File: config.mk
export PLATFORM = sky130hd
export DESIGN_NAME = fighter_motion
export DESIGN_NICKNAME = d
export VERILOG_FILES = /design/src/rtl/game_pkg.sv /design/src/rtl/jump_arc.sv /design/src/rtl/fighter_motion.sv
export SDC_FILE = /design/constraint.sdc
export NUM_CORES = 1
export LEC_CHECK = 0
export ABC_AREA = 1
export CAP_MARGIN = 5
export CORE_UTILIZATION = 35
export DETAILED_ROUTE_END_ITERATION = 10
export PLACE_DENSITY = 0.61
export SLEW_MARGIN = 20
export SYNTH_ARGS = -nofsm -noshare
export SYNTH_HDL_FRONTEND = slang
export SYNTH_HIERARCHICAL = 1
export SYNTH_SLANG_ARGS = --single-unit
export TNS_END_PERCENT = 5
File: constraint.sdc
create_clock -name clk -period 5.7 [get_ports clk]
set_input_delay 0.855 -clock clk [delete_from_list [all_inputs] [get_ports clk]]
set_output_delay 0.855 -clock clk [all_outputs]
set_load 0.05 [all_outputs]
File: src/rtl/game_pkg.sv
`default_nettype none
// ============================================================================
//  Module      : game_pkg
//  Description : Shared fighter motion types and default tuning constants.
//  Revision    : 1.0 - initial release
// ============================================================================
package game_pkg;

  // Motion state of one fighter
  typedef enum logic [1:0] {
    GROUND = 2'd0,
    JUMP   = 2'd1,
    DASH   = 2'd2,
    STUN   = 2'd3
  } fm_state_t;

  localparam int X_MIN    = -256;
  localparam int X_MAX    = 256;
  localparam int GROUND_Y = -144;
  localparam int STEP_X   = 4;
  localparam int DASH_X   = 12;
  localparam int DASH_LEN = 4;
  localparam int DASH_CD  = 8;
  localparam int V        = 20;
  localparam int G        = 2;
  localparam int MAX_J    = 20;
  localparam int KB_X     = 6;
  localparam int STUN_LEN = 8;
  // Jump frame counter width, large enough for MAX_J
  localparam int JCNT_W   = 6;

endpackage
`default_nettype wire

File: src/rtl/jump_arc.sv
`default_nettype none
// ============================================================================
//  Module      : jump_arc
//  Description : Combinational ballistic height for a jump frame count,
//                clamped so it never drops below ground level.
//  Revision    : 1.0 - initial release
// ============================================================================
module jump_arc #(
  parameter int JCNT_W   = game_pkg::JCNT_W,
  parameter int GROUND_Y = game_pkg::GROUND_Y,
  parameter int V        = game_pkg::V,
  parameter int G        = game_pkg::G
) (
  input  logic [JCNT_W-1:0] jcnt,
  output logic signed [9:0] y
);

  localparam logic signed [15:0] c_ground_y = 16'(GROUND_Y);
  localparam logic signed [15:0] c_v        = 16'(V);
  localparam logic signed [15:0] c_g        = 16'(G);

  logic signed [15:0] w_j;
  logic signed [15:0] w_raw;

  // y = ground + V*j - G*j^2/2, evaluated wide then clamped to ground
  always_comb begin
    w_j   = {{(16-JCNT_W){1'b0}}, jcnt};
    w_raw = c_ground_y + c_v * w_j - (c_g * w_j * w_j) / 16'sd2;
    y     = (w_raw < c_ground_y) ? c_ground_y[9:0] : w_raw[9:0];
  end

endmodule
`default_nettype wire

File: src/rtl/fighter_motion.sv
`default_nettype none
// ============================================================================
//  Module      : fighter_motion
//  Description : Per-fighter motion controller. Turns decoded intents into
//                screen position and pose flags: walk, jump arc, dash with
//                cooldown, hit-stun with knockback and guarded pushback.
//  Revision    : 1.0 - initial release
// ============================================================================
module fighter_motion #(
  parameter int SIDE     = 0,
  parameter int X_MIN    = game_pkg::X_MIN,
  parameter int X_MAX    = game_pkg::X_MAX,
  parameter int GROUND_Y = game_pkg::GROUND_Y,
  parameter int STEP_X   = game_pkg::STEP_X,
  parameter int DASH_X   = game_pkg::DASH_X,
  parameter int DASH_LEN = game_pkg::DASH_LEN,
  parameter int DASH_CD  = game_pkg::DASH_CD,
  parameter int V        = game_pkg::V,
  parameter int G        = game_pkg::G,
  parameter int MAX_J    = game_pkg::MAX_J,
  parameter int KB_X     = game_pkg::KB_X,
  parameter int STUN_LEN = game_pkg::STUN_LEN
) (
  input  logic               clk,
  input  logic               rst_n,
  input  logic               frame_tick,
  input  logic               right,
  input  logic               left,
  input  logic               jump,
  input  logic               squat,
  input  logic               defend,
  input  logic               dash,
  input  logic               hit,
  input  logic               hit_from_right,
  output logic signed [10:0] x,
  output logic signed [9:0]  y,
  output logic               isD,
  output logic               isQ,
  output logic               isJ,
  output logic               isH,
  output logic               facing_r
);

  import game_pkg::*;

  localparam int JW = game_pkg::JCNT_W;

  localparam logic signed [12:0] c_x_min   = 13'(X_MIN);
  localparam logic signed [12:0] c_x_max   = 13'(X_MAX);
  localparam logic signed [12:0] c_step    = 13'(STEP_X);
  localparam logic signed [12:0] c_dash    = 13'(DASH_X);
  localparam logic signed [12:0] c_kb      = 13'(KB_X);
  localparam logic signed [12:0] c_kb_half = 13'(KB_X / 2);
  localparam logic signed [10:0] c_x_min11 = 11'(X_MIN);
  localparam logic signed [10:0] c_x_max11 = 11'(X_MAX);
  localparam logic signed [10:0] c_x_rst   = (SIDE != 0) ? 11'(X_MAX) : 11'(X_MIN);
  localparam logic signed [9:0]  c_ground  = 10'(GROUND_Y);
  localparam logic [7:0]         c_dash_last = 8'(DASH_LEN - 1);
  localparam logic [7:0]         c_dash_cd   = 8'(DASH_CD);
  localparam logic [7:0]         c_stun_last = 8'(STUN_LEN - 1);
  localparam logic [JW-1:0]      c_max_j     = JW'(MAX_J);
  localparam logic               c_face_rst  = (SIDE == 0);

  fm_state_t          r_state, w_state_n;
  logic signed [10:0] r_x, w_x_n;
  logic signed [9:0]  r_y, w_y_n;
  logic [JW-1:0]      r_jcnt, w_jcnt_n;
  logic [7:0]         r_dcnt, w_dcnt_n;
  logic [7:0]         r_scnt, w_scnt_n;
  logic [7:0]         r_dcd, w_dcd_n;
  logic               r_dash_r, w_dash_r_n;
  logic               r_air, w_air_n;
  logic               r_face, w_face_n;
  logic               r_isd, w_isd_n;
  logic               r_isq, w_isq_n;
  logic               r_hit_pend, r_hit_dir;

  logic               w_hit, w_kb_left, w_arc_done, w_arc_air;
  logic [JW-1:0]      w_arc_jcnt;
  logic signed [9:0]  w_arc_y, w_arc_y_n;
  logic signed [12:0] w_dx, w_walk_dx, w_xsum;

  jump_arc #(
    .JCNT_W   (JW),
    .GROUND_Y (GROUND_Y),
    .V        (V),
    .G        (G)
  ) u_arc (
    .jcnt (r_jcnt),
    .y    (w_arc_y)
  );

  // A hit coinciding with the tick is honoured on that tick with its own side
  assign w_hit      = r_hit_pend | hit;
  assign w_kb_left  = hit ? hit_from_right : r_hit_dir;
  assign w_walk_dx  = right ? c_step : (left ? -c_step : 13'sd0);

  // One frame of airborne motion: follow the arc, land once it is complete
  assign w_arc_done = (r_jcnt >= c_max_j);
  assign w_arc_jcnt = w_arc_done ? '0 : r_jcnt + 1'b1;
  assign w_arc_y_n  = w_arc_done ? c_ground : w_arc_y;
  assign w_arc_air  = !w_arc_done;

  // Next-state and datapath for one frame tick
  always_comb begin
    w_state_n  = r_state;
    w_jcnt_n   = r_jcnt;
    w_dcnt_n   = r_dcnt;
    w_scnt_n   = r_scnt;
    w_y_n      = r_y;
    w_air_n    = r_air;
    w_dash_r_n = r_dash_r;
    w_face_n   = r_face;
    w_dcd_n    = (r_dcd != 8'd0) ? r_dcd - 8'd1 : r_dcd;
    w_dx       = 13'sd0;

    case (r_state)
      GROUND: begin
        if (w_hit && defend) begin
          w_dx = w_kb_left ? -c_kb_half : c_kb_half;
        end else if (w_hit) begin
          w_state_n = STUN;
          w_scnt_n  = 8'd0;
          w_air_n   = 1'b0;
        end else if (dash && (right ^ left) && (r_dcd == 8'd0)) begin
          w_state_n  = DASH;
          w_dcnt_n   = 8'd0;
          w_dash_r_n = right;
        end else if (jump) begin
          w_state_n = JUMP;
          w_jcnt_n  = '0;
          w_air_n   = 1'b1;
        end else if (!defend && !squat) begin
          w_dx = w_walk_dx;
          if (right)     w_face_n = 1'b1;
          else if (left) w_face_n = 1'b0;
        end
      end

      JUMP: begin
        w_jcnt_n = w_arc_jcnt;
        w_y_n    = w_arc_y_n;
        w_air_n  = w_arc_air;
        if (w_hit) begin
          w_state_n = STUN;
          w_scnt_n  = 8'd0;
        end else begin
          w_dx = w_walk_dx;
          if (w_arc_done) w_state_n = GROUND;
        end
      end

      DASH: begin
        if (w_hit) begin
          w_state_n = STUN;
          w_scnt_n  = 8'd0;
          w_air_n   = 1'b0;
          w_dcnt_n  = 8'd0;
        end else begin
          w_dx = r_dash_r ? c_dash : -c_dash;
          if (r_dcnt == c_dash_last) begin
            w_state_n = GROUND;
            w_dcnt_n  = 8'd0;
            w_dcd_n   = c_dash_cd;
          end else begin
            w_dcnt_n = r_dcnt + 8'd1;
          end
        end
      end

      STUN: begin
        w_dx = w_kb_left ? -c_kb : c_kb;
        if (r_air) begin
          w_jcnt_n = w_arc_jcnt;
          w_y_n    = w_arc_y_n;
          w_air_n  = w_arc_air;
        end
        if (w_hit) begin
          w_scnt_n = 8'd0;
        end else if (r_scnt == c_stun_last) begin
          w_scnt_n  = 8'd0;
          w_state_n = w_air_n ? JUMP : GROUND;
        end else begin
          w_scnt_n = r_scnt + 8'd1;
        end
      end

      default: w_state_n = GROUND;
    endcase

    // Saturate at the arena edges rather than wrapping
    w_xsum = {{2{r_x[10]}}, r_x} + w_dx;
    if (w_xsum < c_x_min)      w_x_n = c_x_min11;
    else if (w_xsum > c_x_max) w_x_n = c_x_max11;
    else                       w_x_n = w_xsum[10:0];

    w_isd_n = defend && !squat && (w_state_n == GROUND);
    w_isq_n = squat && (w_state_n == GROUND);
  end

  // State register, advancing only on frame ticks
  always_ff @(posedge clk) begin
    if (!rst_n)          r_state <= GROUND;
    else if (frame_tick) r_state <= w_state_n;
  end

  // Motion datapath registers, advancing only on frame ticks
  always_ff @(posedge clk) begin
    if (!rst_n) begin
      r_x      <= c_x_rst;
      r_y      <= c_ground;
      r_jcnt   <= '0;
      r_dcnt   <= 8'd0;
      r_scnt   <= 8'd0;
      r_dcd    <= 8'd0;
      r_dash_r <= 1'b0;
      r_air    <= 1'b0;
      r_face   <= c_face_rst;
      r_isd    <= 1'b0;
      r_isq    <= 1'b0;
    end else if (frame_tick) begin
      r_x      <= w_x_n;
      r_y      <= w_y_n;
      r_jcnt   <= w_jcnt_n;
      r_dcnt   <= w_dcnt_n;
      r_scnt   <= w_scnt_n;
      r_dcd    <= w_dcd_n;
      r_dash_r <= w_dash_r_n;
      r_air    <= w_air_n;
      r_face   <= w_face_n;
      r_isd    <= w_isd_n;
      r_isq    <= w_isq_n;
    end
  end

  // Hits may land between ticks; hold them until the next tick consumes them
  always_ff @(posedge clk) begin
    if (!rst_n) begin
      r_hit_pend <= 1'b0;
      r_hit_dir  <= 1'b0;
    end else begin
      if (hit) r_hit_dir <= hit_from_right;
      if (frame_tick) r_hit_pend <= 1'b0;
      else if (hit)   r_hit_pend <= 1'b1;
    end
  end

  assign x        = r_x;
  assign y        = r_y;
  assign isD      = r_isd;
  assign isQ      = r_isq;
  assign isJ      = (r_state == JUMP) || ((r_state == STUN) && r_air);
  assign isH      = (r_state == STUN);
  assign facing_r = r_face;

endmodule
`default_nettype wire
After elaboration in Yosys (flattened, before gate mapping)
Cells that the tools add are included.
W data, S select, Z words.
- flip-flop bits (word level): 60
- bits in latches: 0
- bits in writable memories: 0
- memory bits (read-only): 0
- bits of input ports: 11
- memories kept: 0
- $add $sub $neg: 7
- multipliers: 2
- divide/modulo/power cells: 0
- order comparisons: 4
- equal/unequal tests: 14
- shift-type cells: 0
- muxes and demuxes: 64
- bitwise gates (word level): 7
- reductions and logical operators: 29
- operators with widths (kind ; count):
    $mux W13 ; 12
    $mux W8 ; 13
    $pmux W13 S4 ; 1
    $mux W6 ; 6
    $mux W10 ; 3
    $pmux W8 S3 ; 1
    $mux W11 ; 2
    $mux W2 ; 10
    $pmux W10 S2 ; 1
    $pmux W6 S3 ; 1
    $add A8 B1 Y8 const B ; 2
    $add A9 B16 Y16 const A ; 1
    $lt A16 B9 Y1 const B ; 1
    $pmux W8 S2 ; 1
    $sub A16 B15 Y16 ; 1
    $reduce_and A5 Y1 ; 3
    $add A13 B13 Y13 ; 1
    $gt A13 B10 Y1 const B ; 1
    $lt A13 B9 Y1 const B ; 1
    $mul A6 B6 Y12 ; 1
    $ne A2 B2 Y1 const B ; 6
    $mux W1 ; 11
    $mul A3 B6 Y9 const A ; 1
    $eq A8 B2 Y1 const B ; 1
    other kinds (26) ; 45

Depth between registers and ports, before layout
Gate-level depths: netlist of run 1.
- depth after elaboration: 12
- gate-level depth with buffers: 34
- depth with buffers taken out: 34

By module
Netlist of run 1, hierarchy kept.
- by module, submodules not included (module ; times used ; cells an instance ; area an instance (µm²) ; seq. area each (µm²)):
    fighter_motion ; 1 ; 566 ; 3788.6 ; 1201.2
    jump_arc ; 1 ; 293 ; 1751.7 ; 0.0

Least setup slack after synthesis of run 1
Ideal clock, no wire load.
- path kind: flip-flop to flip-flop
- start point: register r_jcnt[1]
- end point: register r_y[1] (netlist: y[1])
- library setup time: 70 ps
- arrival time: 5032 ps
- path slack: 598 ps
- stages on the path, launching flop included: 34
- clock period less this slack: 5102 ps
- cells stage by stage: dfxtp_1 -> buf_2 -> nand2_1 -> inv_1 -> fa_1 -> inv_1 -> fa_1 -> fa_1 -> inv_1 -> ha_1 -> nand3_1 -> nand2_1 -> nand2_1 -> nand2_1 -> a21oi_1 -> o21ai_0 -> nand2_1 -> nand2_1 -> xor2_1 -> ha_1 -> inv_1 -> ha_1 -> nand2_1 -> inv_1 -> a21oi_1 -> nand3_2 -> nand3_1 -> nand3_1 -> nor2_1 -> nand2_2 -> a21oi_1 -> buf_4 -> nand2_1 -> a21oi_1
- longest elaborated chain between the ends: 8
- elaborated cells between the ends (all ways): 10
- those cells by class: 2 x add/sub; 2 x mul; 2 x order compare; 4 x mux
- ends and longest elaborated chain (item ; line ; RTL):
    from (decl) ; fighter_motion.sv:67 ; logic [JW-1:0] r_jcnt, w_jcnt_n;
    from (signal assigned) ; fighter_motion.sv:224 ; r_jcnt <= w_jcnt_n;
    $mul A3 B6 Y9 ; jump_arc.sv:28 ; w_raw = c_ground_y + c_v * w_j - (c_g * w_j * w_j) / 16'sd2;
    $add A9 B16 Y16 ; jump_arc.sv:28 ;
    $sub A16 B15 Y16 (*) ; jump_arc.sv:28 ;
    $lt A16 B9 Y1 ; jump_arc.sv:29 ; y = (w_raw < c_ground_y) ? c_ground_y[9:0] : w_raw[9:0];
    $mux W10 (*) ; jump_arc.sv:29 ;
    net w_arc_y[1] ; fighter_motion.sv:80 ; logic signed [9:0] w_arc_y, w_arc_y_n;
    $mux W10 (*) ; fighter_motion.sv:101 ; assign w_arc_y_n = w_arc_done ? c_ground : w_arc_y;
    $mux W10 ; fighter_motion.sv:173 ; if (r_air) begin
    $pmux W10 S2 (*) ; fighter_motion.sv:117 ; case (r_state)
    to (signal assigned) ; fighter_motion.sv:211 ; r_y <= c_ground;
    to (signal assigned) ; fighter_motion.sv:223 ; r_y <= w_y_n;
    to (decl) ; fighter_motion.sv:66 ; logic signed [9:0] r_y, w_y_n;
The timed path passes the listed nets; every way through them passes the cells marked *. The select of a mux whose other input is x is not followed.
A chain may end at the register's enable or synchronous reset.

Final worst setup path of run 1
- start point: register r_jcnt[5]
- end point: register r_y[9] (netlist: y[9])
The elaborated chain is that of the path after synthesis.

==> out/summary.md, run 1 <==
The pre-antenna-repair detailed-routing pass consisted of 5 iterations. The proportion of total power due to net switching is 0.394. The run gives 0 as the count of antenna diodes in the layout. The run gives 0.284 as the sequential power share. The finished cells cover 6430 um2. Required time reported for the critical path endpoint: 5.87 ns.

The tools report the first element of the critical path as r_jcnt[5]. The count of port buffers added during placement was 36. The logic gate share of total power was 0.413; the number of CTS-inserted buffers was 9. Setup repair after global routing left no endpoint under its margin.

For the HPWL reported at the end of detailed placement, the log shows 9880 um. The run finished with clean final reports. The number of synthesized register bits works out to 60. The multiplexer area fraction after synthesis works out to 0.00181.

In the layout the commonest cells are nand2_1 (215), inv_1 (160), nor2_1 (80). The die is 128 um wide. The row count was 45. The instance area after placement is 6130 um2. In this run the static leakage power is 3.27 nW.

The final worst-path cycle share is 0.918. In the synthesized netlist the dominant register cell turns out to be dfxtp_1. The tools report the global-route met2 utilization as 0.239. The most critical setup path has its endpoint at y[9]. The run gives 60 as the number of sinks driven by the clock tree. Class of the worst hold path: reg -> reg. After clock tree synthesis, the flow added hold-fix buffers numbering 0. On the critical path, the stage with the largest delay is an instance of fa_1. The mean cell area of the mapped netlist was 6.45 um2. The tools report the wire length of the first global-routing pass as 20,900 um. For this block, the routed nets add up to 12,400 um of wire.

The worst setup path is launched from a flip-flop. The logs give 0.155 for the total global routing track utilization and 47 for the post-synthesis cell type count. The run gives 5.41 ns as the data arrival time of the critical path. Counting cells, the worst reg-to-reg path comes to 32. Leaving out fill and tap cells, the most frequent cell in the layout is nand2_1. The simple logic cell fraction of the synthesized area came out at 0.329. The tools report the met1 layer usage reported by global route as 0.224.

The post-synthesis compound-gate area fraction is 0.118. The cell that appears most often on the critical path is nand2_1. The number of nets handed over by synthesis was 936.

From synthesis to final layout, the design area changed by 16.1%. The post-synthesis instance area is 5540 um2, and the number of remaining DRC errors is 0. Cell internal power was estimated by the tool at 1.07 mW. By area, the combinational part of the netlist is dominated by simple AND/OR/NAND/NOR gates. The run gives 0.303 as the share of total power in the clock network. STA classifies the critical path endpoint as a flip-flop.

The number of buffers on the longest clock path was 2; the number of cells produced by synthesis was 859. The routed layout has 5,138 vias. The total count of hold-check failures in the final report is 0, and the core region area is 15,300 um2. The Yosys warning count came out at 6.

In this run, synthesis inferred 0 flip-flops with an integrated enable. The endpoint identified for the worst register-to-register timing path is y[9]. The detailed-route wire length per cell is 11.2 um. TritonCTS built the clock tree. The worst supply voltage drop on vdd was 0.158 mV.

The time the worst path needs with I/O delays and setup is 5.23 ns, and the CTS H-tree depth is 3. For the worst-skew pair, the clock arrives at the later sink with an insertion delay of 0.32 ns. The logs give 693 uW for the net switching power of the design and 0 ns for the total negative slack. The delay contributed by the slowest stage of the critical path came out at 0.54 ns. Of all nets on the critical path, the largest fanout is 10.

Via count of the first global-routing pass: 4,555. Dividing the detail-routed via count by the number of cells gives 4.62. The clock skew after layout is 0.00931 ns, and the initial DRC count is 322.

The run gives 0 as the post-CTS setup repair buffer count. The type of the worst setup path is reg -> reg. The tools report the met3 usage in global routing as 0.0271. The transition at the pin with the smallest max-transition slack was 0.860 ns; the number of pins with negative max-slew slack in the final report was 0. Clock-pin slew was measured on the worst setup and hold paths at 0.05 ns. The congestion estimate from routability-driven global placement came to 0.919. Pin placement for this block handled 37 I/O pins. met2 is the most crowded layer.

The logs give 0.362 for the initial cell density of the core and 0 for the residual overflow from global routing. In this run the critical register-to-register path is launched from r_jcnt[5]. The tools report the worst slew slack as a fraction of its limit as 0.425. Measured along the y axis, the die boundary spans 128 um. The run gives 0.217 as the fraction of the yosys area taken by sequential cells. The post-synthesis adder-cell area fraction is 0.161, and the maximum clock frequency is 191 MHz.

The die covers 16,300 um2. The worst-case register-to-register setup slack was 0.47 ns; the layout cell share with drive strength beyond 1 was 0.0788. The count of maximum capacitance violations came out at 0.

The async set-reset flop share out of synthesis works out to 0. The tree is rooted in a clkbuf_16. In this run the power density over the cells is 273 nW/um2.

The initial antenna violation count was 0; the remaining antenna violation count was 0. The maximum number of pins on one net before global-route repair was 22; the setup-violating endpoint count in the final report was 0. The post-layout net count is 975, and the xor and xnor area share after synthesis is 0.0427.
-- sequential cells by signal (all words and copies together), names as in the netlist --
signal,count
r_state,2
r_dcd,8
facing_r,1
isQ,1
isD,1
r_scnt,8
x,11
y,10
r_hit_pend,1
r_dash_r,1
r_air,1
r_dcnt,8
r_hit_dir,1
r_jcnt,6
-- cell type report --
| type | count | area [um2] |
|---|---|---|
| fill | 1662 | 8880 |
| multi-input combinational | 611 | 3620 |
| sequential | 60 | 1200 |
| inverter | 176 | 666 |
| timing repair buffer | 40 | 390 |
| tap | 211 | 264 |
| clock buffer | 12 | 256 |
| clock inverter | 2 | 35.0 |
-- worst min path at each step --
stage | from | endpoint | slack, ns | cells past startpoint
4_1_cts | y[1] | y[1] | 0.47 | 2
6_report | y[1] | y[1] | 0.47 | 2
3_3_place_gp | r_scnt[0] | r_scnt[0] | 0.46 | 1
3_5_place_dp | y[1] | y[1] | 0.46 | 2
5_1_grt | y[6] | y[6] | 0.50 | 2
2_1_floorplan | r_dash_r | r_dash_r | 0.44 | 2
-- cells in the mapped netlist (all sizes together) (3+ instances only) --
| cell type | count | area, um2 |
|---|---|---|
| a211oi | 4 | 35.0 |
| a21oi | 41 | 209 |
| a22oi | 4 | 30.0 |
| a31oi | 5 | 31.3 |
| and3 | 3 | 18.8 |
| buf | 6 | 38.8 |
| clkbuf | 6 | 22.5 |
| dfxtp | 60 | 1200 |
| fa | 9 | 180 |
| ha | 57 | 713 |
| inv | 174 | 653 |
| nand2 | 224 | 873 |
| nand3 | 54 | 310 |
| nand3b | 5 | 37.5 |
| nand4 | 9 | 62.6 |
| nor2 | 87 | 359 |
| nor3 | 21 | 121 |
| o21ai | 31 | 166 |
| o21bai | 9 | 67.6 |
| o22ai | 9 | 56.3 |
| o32ai | 3 | 26.3 |
| xnor2 | 9 | 78.8 |
| xor2 | 18 | 158 |
-- stage by stage --
stage	total power [mW]	hold WS [ns]	worst slack [ns]	instances	utilization
global route	1.90	0.502	0.0101	1112	0.420
CTS	1.77	0.470	0.305	1112	0.420
detailed placement	1.23	0.461	0.327	1098	0.400
finish	1.76	0.468	0.469	1112	0.420
floorplan	1.07	0.445	0.598	859	-
global placement	1.23	0.460	0.418	1098	0.400
-- power groups by stage --
stage                     logic (mW)  clock network [mW]  registers [mW]
after floorplan                0.529                   0           0.544
after global placement         0.724                   0           0.507
after detailed placement       0.723                   0           0.507
after CTS                      0.727               0.543           0.499
after global routing           0.822               0.568           0.506
final                          0.726               0.533           0.500
-- repair_timing --
item                       CTS  global route
hold endpoints to repair     0             0
gates resized for setup      0             4
setup endpoints to repair    0            10
-- critical path, delay by kind of cell, from the launching register on --
| family | cells | cell delay, ns |
|---|---|---|
| flops | 1 | 0.37 |
| xor+xnor | 1 | 0.14 |
| simple gates | 15 | 1.14 |
| buf+inv | 5 | 0.31 |
| fa+ha+maj | 6 | 2.50 |
| compound gates | 5 | 0.65 |
-- cell families (layout without fill, tap and decap cells) --
family	after synthesis	in the layout
muxes	1	1
xor gates and xnor gates	27	27
and+or+nand+nor	407	407
AOI/OAI and AO/OA	110	110
adders and majority gates	66	66
buffers and inverters	188	230
DFF	60	60
-- metal layers --
| metal | routed length [um] | vias up |
|---|---|---|
| met5 | 0 | - |
| met4 | 61 | 0 |
| met3 | 506 | 4 |
| met2 | 5340 | 112 |
| met1 | 6490 | 2228 |
| li1 | - | 2794 |
Note: power is estimated with default switching activity, not from simulation.
==> run 2: changes to the inputs <==
Settings changed: HOLD_SLACK_MARGIN set to 0.15, SYNTH_HIERARCHICAL 1 to not set.
Clock period 5.7 ns to 5.1 ns, I/O delays scaled along.
==> run 2 against run 1 <==
Area after synthesis decreased by 1.5%. Fmax increased by 8.1%. First-iteration DRC count decreased by 12%. Combinational power increased by 7.0%. Critical path type unchanged. Largest cell class unchanged.
==> out/summary.md, run 2 <==
The tools report the via count of the first global-routing pass as 4,989. Cell accounting for the most synthesized area: dfxtp_1. The total design power was 2.02 mW; the count of flip-flops with a built-in enable after synthesis was 0. The multiplexer area fraction after synthesis was 0; the final worst-path cycle share was 0.949. The cell at the root of the clock tree was clkbuf_16. The delay contributed by the slowest stage of the critical path was 0.58 ns. For the post-layout net count, the log shows 961.

Port buffering added 36 buffers. Class of the worst hold path: reg -> reg. The uppermost layer routed is met4. Setup violations remaining at the end of the flow were counted as 0. The tools report the total of fill cells in the finished design as 1,616. The top fanout value on the critical path was 9; the leakage component of the power was 3.31 nW. In the post-synthesis netlist, the cell with the most instances is nand2_1.

37 I/O pins were placed. Summing every instance area after synthesis gives 5460 um2. After synthesis, the cell types taking the most area are dfxtp_1 (22%), ha_1 (14%), nand2_1 (14%).

Width of the die: 127 um. The number of pins with negative max-slew slack in the final report is 0, and the initial DRC count is 284. In this run, synthesis produced a sequential element count of 59.

The wire-length estimate of the detail-placed layout is 10,200 um. After detailed routing, the average wire length per cell comes to 12.2 um. The element type at the critical path start is a flip-flop. For the worst setup path, the data required time is 5.32 ns.

The run gives 0.26 ns as the worst-case register-to-register setup slack. For the worst slew slack as a fraction of its limit, the log shows 0.434. Counting every net in the synthesized netlist gives 905. Buffers inserted to repair hold after CTS numbered 0. The fraction of the yosys area taken by sequential cells came out at 0.216. In the layout the commonest cells are nand2_1 (199), inv_1 (137), nor2_1 (76).

The area growth from synthesis to layout is 22.4%. After detailed routing, the met2 layer carries 6200 um of wire. The post-synthesis adder-cell area fraction was 0.174; the die outline height was 127 um. The tools report the wire length of the first global-routing pass as 22,700 um. The tools report the final core utilization as 0.440. STA classifies the critical path endpoint as a flip-flop. 0 antenna diodes ended up in the layout. The layout cell share with drive strength beyond 1 was 0.128; the routed wire length was 13,100 um. After floorplanning, the core was sized to cover 15,200 um2. The initial cell density of the core was 0.359. The run gives 5,127 as the overall via count from detail_route. Power spread over the standard cell area amounts to 302 nW/um2. Global routing finished with a remaining overflow of 0. Counting the buffers created by CTS gives 9. The die covers 16,100 um2. In the detailed route, the total length drawn on met3 is 368 um. The most used flip-flop cell after synthesis is dfxtp_1.

At the worst endpoint, the arrival time is 5.06 ns. After synthesis, the most frequently instantiated cells are nand2_1 (210), inv_1 (140), nor2_1 (77). The async set-reset flop share out of synthesis was 0; the post-synthesis compound-gate area fraction was 0.121. Number of flip-flops in the largest register: 11.

The run gives 0 as the count of maximum capacitance violations. Subtracting the final worst setup slack from the clock period gives 4.84 ns. For the number of remaining DRC errors, the log shows 0.

The post-synthesis cell type count was 55; the clock-pin slew of the registers on the worst-case setup and hold paths was 0.05 ns. The xor and xnor area share after synthesis was 0.0530; the via density per instance was 4.78. At the later pin of the worst-skew pair, clock insertion delay measures 0.33 ns. The run gives 0 as the total count of hold-check failures in the final report. The most repeated library cell on the critical path was nand2_1. Clock skew on the completed layout was measured at 0.00842 ns. After synthesis, the largest family of logic cells by area is simple AND/OR/NAND/NOR gates. The run finished with clean final reports. The logs give 2 for the number of buffers on the longest clock path and 0 for the initial antenna violation count. The fraction of synthesized cell area taken by the top area cell type was 0.216. Master of the slowest instance on the critical path: fa_1. At the end of routability-driven placement, the weighted congestion stood at 0.859. The transition at the pin with the smallest max-transition slack works out to 0.842 ns. The count of nets left with antenna violations once routing finished came out at 0. The logs give 0.174 for the total global routing track utilization and 59 for the number of sinks driven by the clock tree. The tools report the routed metal-1 wirelength as 6300 um. The worst supply voltage drop on vdd is 0.333 mV, and the simple logic cell fraction of the synthesized area is 0.321.

TritonCTS built the clock tree. Entering global routing, the biggest net connects 30 pins. The cell count after synthesis came out at 823.

The Yosys step of the flow raised 0 warnings. The run gives 3 as the CTS H-tree depth. Mean cell area of the mapped netlist: 6.63 um2. The maximum clock frequency came out at 207 MHz.

The type of the worst setup path was reg -> reg. Setup total negative slack on the finished layout was measured at 0 ns. The leading cell type in the layout, fill and taps excluded was nand2_1. For the number of iterations in the first detailed-routing pass, the log shows 4. The row count was 45.
run 2: cell types whose count changed after synthesis, moves of 5 or more:
cell	before	now
xor2_1	18	27
nand2_1	215	210
a21oi_1	40	48
nand3_1	46	39
inv_2	14	7
ha_1	57	63
nand4_1	8	14
nand3_2	8	1
nor3_1	19	14
inv_1	160	140
run 2: critical path, delay by kind of cell (launching register included):
kind | cells | cell delay (ns)
AO/OA/AOI/OAI | 2 | 0.23
XOR/XNOR | 4 | 0.68
adder cells (fa/ha/maj) | 5 | 1.62
buffers and inverters | 7 | 0.67
flip-flops | 1 | 0.32
AND/OR/NAND/NOR | 14 | 1.16
run 2: logic make-up (layout without fill, tap and decap cells):
family	count (synthesis)	after routing
fa+ha+maj	71	71
simple gates	392	392
compound gates	108	108
flops	59	59
xor+xnor	33	33
buf+inv	160	221
run 2: power by group:
group	switching, mW	total [mW]	internal (mW)	leakage [nW]
clock network	0.213	0.681	0.468	0.166
registers	0.0461	0.558	0.512	0.482
logic	0.495	0.777	0.283	2.66
total	0.754	2.02	1.26	3.31
run 2: final timing paths:
check,start,endpoint,cells after the start
worst max-delay path,r_jcnt[1],y[6],32
worst min register to register,y[2],y[2],2
worst min-delay path,y[2],y[2],2
worst max register to register,r_jcnt[1],y[6],32
run 2: final cells by class:
type	instances	area [um2]	area share
multi-input combinational	604	3830	0.573
sequential	59	1190	0.178
inverter	149	573	0.0858
timing repair buffer	56	518	0.0775
clock buffer	13	270	0.0404
tap	188	235	0.0352
clock inverter	3	68.8	0.0103
run 2: per-stage QoR:
| stage | hold slack, ns | std cells | setup WS (ns) | cell area [um2] |
|---|---|---|---|---|
| finish | 0.470 | 1072 | 0.259 | 6680 |
| global route | 0.485 | 1072 | -0.0348 | 6680 |
| floorplan | 0.439 | 823 | 0.0202 | 5460 |
| CTS | 0.468 | 1068 | 0.00169 | 6490 |
| global placement | 0.453 | 1052 | 0.0747 | 6120 |
| detailed placement | 0.457 | 1052 | -0.0820 | 6120 |
run 2: per-layer routing:
| layer | GRT usage | vias to the layer above |
|---|---|---|
| met2 | 0.304 | 71 |
| met4 | 0.0539 | 0 |
| met1 | 0.216 | 2308 |
| li1 | - | 2739 |
| met3 | 0.0329 | 9 |
| met5 | 0 | - |
run 2: timing repair:
item / in CTS / in global routing
buffers inserted: 0 / 4
setup endpoints to repair: 8 / 9
pin swaps: 0 / 19
resized for setup: 5 / 40
==> run 3: changes to the inputs <==
Settings changed: CORE_ASPECT_RATIO set to 1.1, HOLD_SLACK_MARGIN 0.15 to 0.06.
==> run 3 against run 2 <==
Clock-buffer cell count shrank 3. Flip-flop and latch count stayed put. Utilization is 0.079 points higher. Largest cell class unchanged.
==> out/summary.md, run 3 (same netlist as run 2, synthesis figures left out) <==
The class of the worst hold path is reg -> reg. The tools report the routed wire length as 12,900 um. Data on the critical path arrives at its endpoint at 5.06 ns. The total internal power is 1.23 mW.

The run finished with clean final reports. For the pin with the worst max-slew slack, the measured transition is 1.00 ns. Die outline height: 133 um. The wire length of the first global-routing pass was 22,000 um; the required time reported for the critical path endpoint was 5.32 ns. After global routing the overflow that remains totals 0.

The sequential power share is 0.282. The run gives 2 as the number of buffers on the longest clock path. In the final design database the tool counted 959 nets. The critical path in this run is classified as reg -> reg. Power comes to 1.98 mW.

The proportion of total power due to net switching is 0.379. TritonCTS built the clock tree. The tools report the critical path endpoint category as a flip-flop.

The final worst-path cycle share was 0.950; the time the worst path needs with I/O delays and setup was 4.84 ns. At the end of routability-driven placement, the weighted congestion stood at 0.865. The areal power density over the cells works out to 296 nW/um2. Number of pins with negative max-slew slack in the final report: 0. The family with the most delay on the worst path was adder cells. The initial cell density of the core was 0.360. The row count was 47. The number of buffers and inverters on the critical path is 5. The maximum clock frequency is 206 MHz.

On the critical path, the stage with the largest delay is an instance of fa_1. The layout has 1,597 filler cells. The layout cell share with drive strength beyond 1 was 0.131. The tree is rooted in a clkbuf_16.

The logic gate share of total power is 0.391, and the total count of hold-check failures in the final report is 0. The initial antenna violation count was 0. For the worst slew slack as a fraction of its limit, the log shows 0.331. The tools report the final hold slack as 0.466 ns. 37 I/O pins were placed. For the share of total power in the clock network, the log shows 0.328. Entering global routing, the biggest net connects 31 pins. Measured along the x axis, the die boundary spans 121 um. TritonCTS created 9 clock buffers.

The run gives 5,205 as the overall via count from detail_route. The number of remaining DRC errors is 0, and the clock skew after layout is 0.00861 ns. For this block, the initial DRC count from the detailed router was 225. The core region is 15,200 um2. The tools report the element type at the critical path start as a flip-flop. The count of antenna diodes in the layout was 0. Leaving out fill and tap cells, the most frequent cells in the layout are nand2_1 (199), inv_1 (135), nor2_1 (76). The worst supply voltage drop on vdd was 0.323 mV.

HPWL reported at the end of detailed placement: 10,200 um. Summing all multi-input logic gate instances after layout gives 3850 um2. The total global routing track utilization was 0.167; the number of flip-flops in the largest register was 11. After layout, the worst setup slack is 0.256 ns. The area of the die was 16,100 um2; the via density per instance was 4.83. The clock-pin slew of the registers on the worst-case setup and hold paths works out to 0.05 ns. For the insertion delay of the later-clocked pin in the worst-skew pair, the log shows 0.33 ns. The number of sinks driven by the clock tree is 59, and the top fanout value on the critical path is 8. In this run, post-CTS hold repair placed 0 buffers. The logs give 0 for the remaining antenna violation count and 5 for the number of iterations in the first detailed-routing pass. The detailed-route wire length per cell is 12.0 um. Leaving out fill and tap cells, the most frequent cell in the layout is nand2_1. Via count of the first global-routing pass: 4,915.

For this design the static power due to leakage is 3.31 nW. Setup repair after global routing could not meet its margin everywhere. The H-tree was split into 3 levels. The delay contributed by the slowest stage of the critical path is 0.53 ns. From synthesis to final layout, the design area changed by 22.4%. Before CTS, the worst setup slack after placement is -0.0786 ns.

Across the run, the number of max-cap violations was 0. The sequential cell area was 1190 um2. Net switching power of the design: 750 uW. The count of port buffers added during placement works out to 36. Setup violations remaining at the end of the flow were counted as 0.
-- run 3: cell count changes in the layout (fill, tap and decap cells not counted), sizes merged --
| cell | delta |
|---|---|
| buf | -2 |
| clkbuf | -3 |
| clkinv | +1 |
| clkinvlp | +1 |
-- run 3: metal layers --
| layer | up-vias | share of wire | GRT usage |
|---|---|---|---|
| met4 | 0 | 0.0094 | 0.0494 |
| met2 | 100 | 0.50 | 0.294 |
| met5 | - | 0 | 0 |
| li1 | 2741 | - | - |
| met1 | 2351 | 0.46 | 0.209 |
| met3 | 13 | 0.034 | 0.0220 |
-- run 3: power by group through the flow --
stage	registers [mW]	clock network [mW]	logic, mW
after floorplan	0.596	0	0.562
after global placement	0.565	0	0.754
after detailed placement	0.565	0	0.758
after CTS	0.556	0.661	0.766
after global routing	0.564	0.679	0.872
final	0.557	0.648	0.774
-- run 3: final timing paths --
kind | start | end | slack (ns) | cells past startpoint
max reg2reg | r_jcnt[1] | y[4] | 0.26 | 32
min reg2reg | isD | isD | 0.47 | 2
min | isD | isD | 0.47 | 2
max | r_jcnt[1] | y[4] | 0.26 | 32
-- run 3: timing repair --
item	4_1_cts	5_1_grt
hold endpoints to repair	0	0
setup endpoints to repair	8	9
buffers inserted	0	3
pin swaps	0	24
gates resized for setup	5	48
-- run 3: final cells by class --
class                           instances  area share
Multi-Input combinational cell        604       0.576
Sequential cell                        59       0.178
Timing Repair Buffer                   54      0.0758
Inverter                              149      0.0858
Clock inverter                          5      0.0116
Clock buffer                           10      0.0358
Tap cell                              196      0.0367
-- run 3: through the flow --
step | cell area (um2) | instances | utilization | setup TNS, ns
floorplan | 5460 | 823 | - | 0
global placement | 6120 | 1059 | 0.403 | 0
detailed placement | 6120 | 1059 | 0.403 | -0.530
CTS | 6470 | 1074 | 0.426 | 0
global route | 6680 | 1077 | 0.440 | -0.428
finish | 6680 | 1077 | 0.440 | 0
-- run 3: worst register-to-register path: cells and delay by family (launching register included) --
| family | cells | cell delay [ns] |
|---|---|---|
| fa+ha+maj | 6 | 2.11 |
| simple gates | 15 | 1.10 |
| flops | 1 | 0.36 |
| xor+xnor | 2 | 0.34 |
| buf+inv | 5 | 0.25 |
| compound gates | 4 | 0.59 |
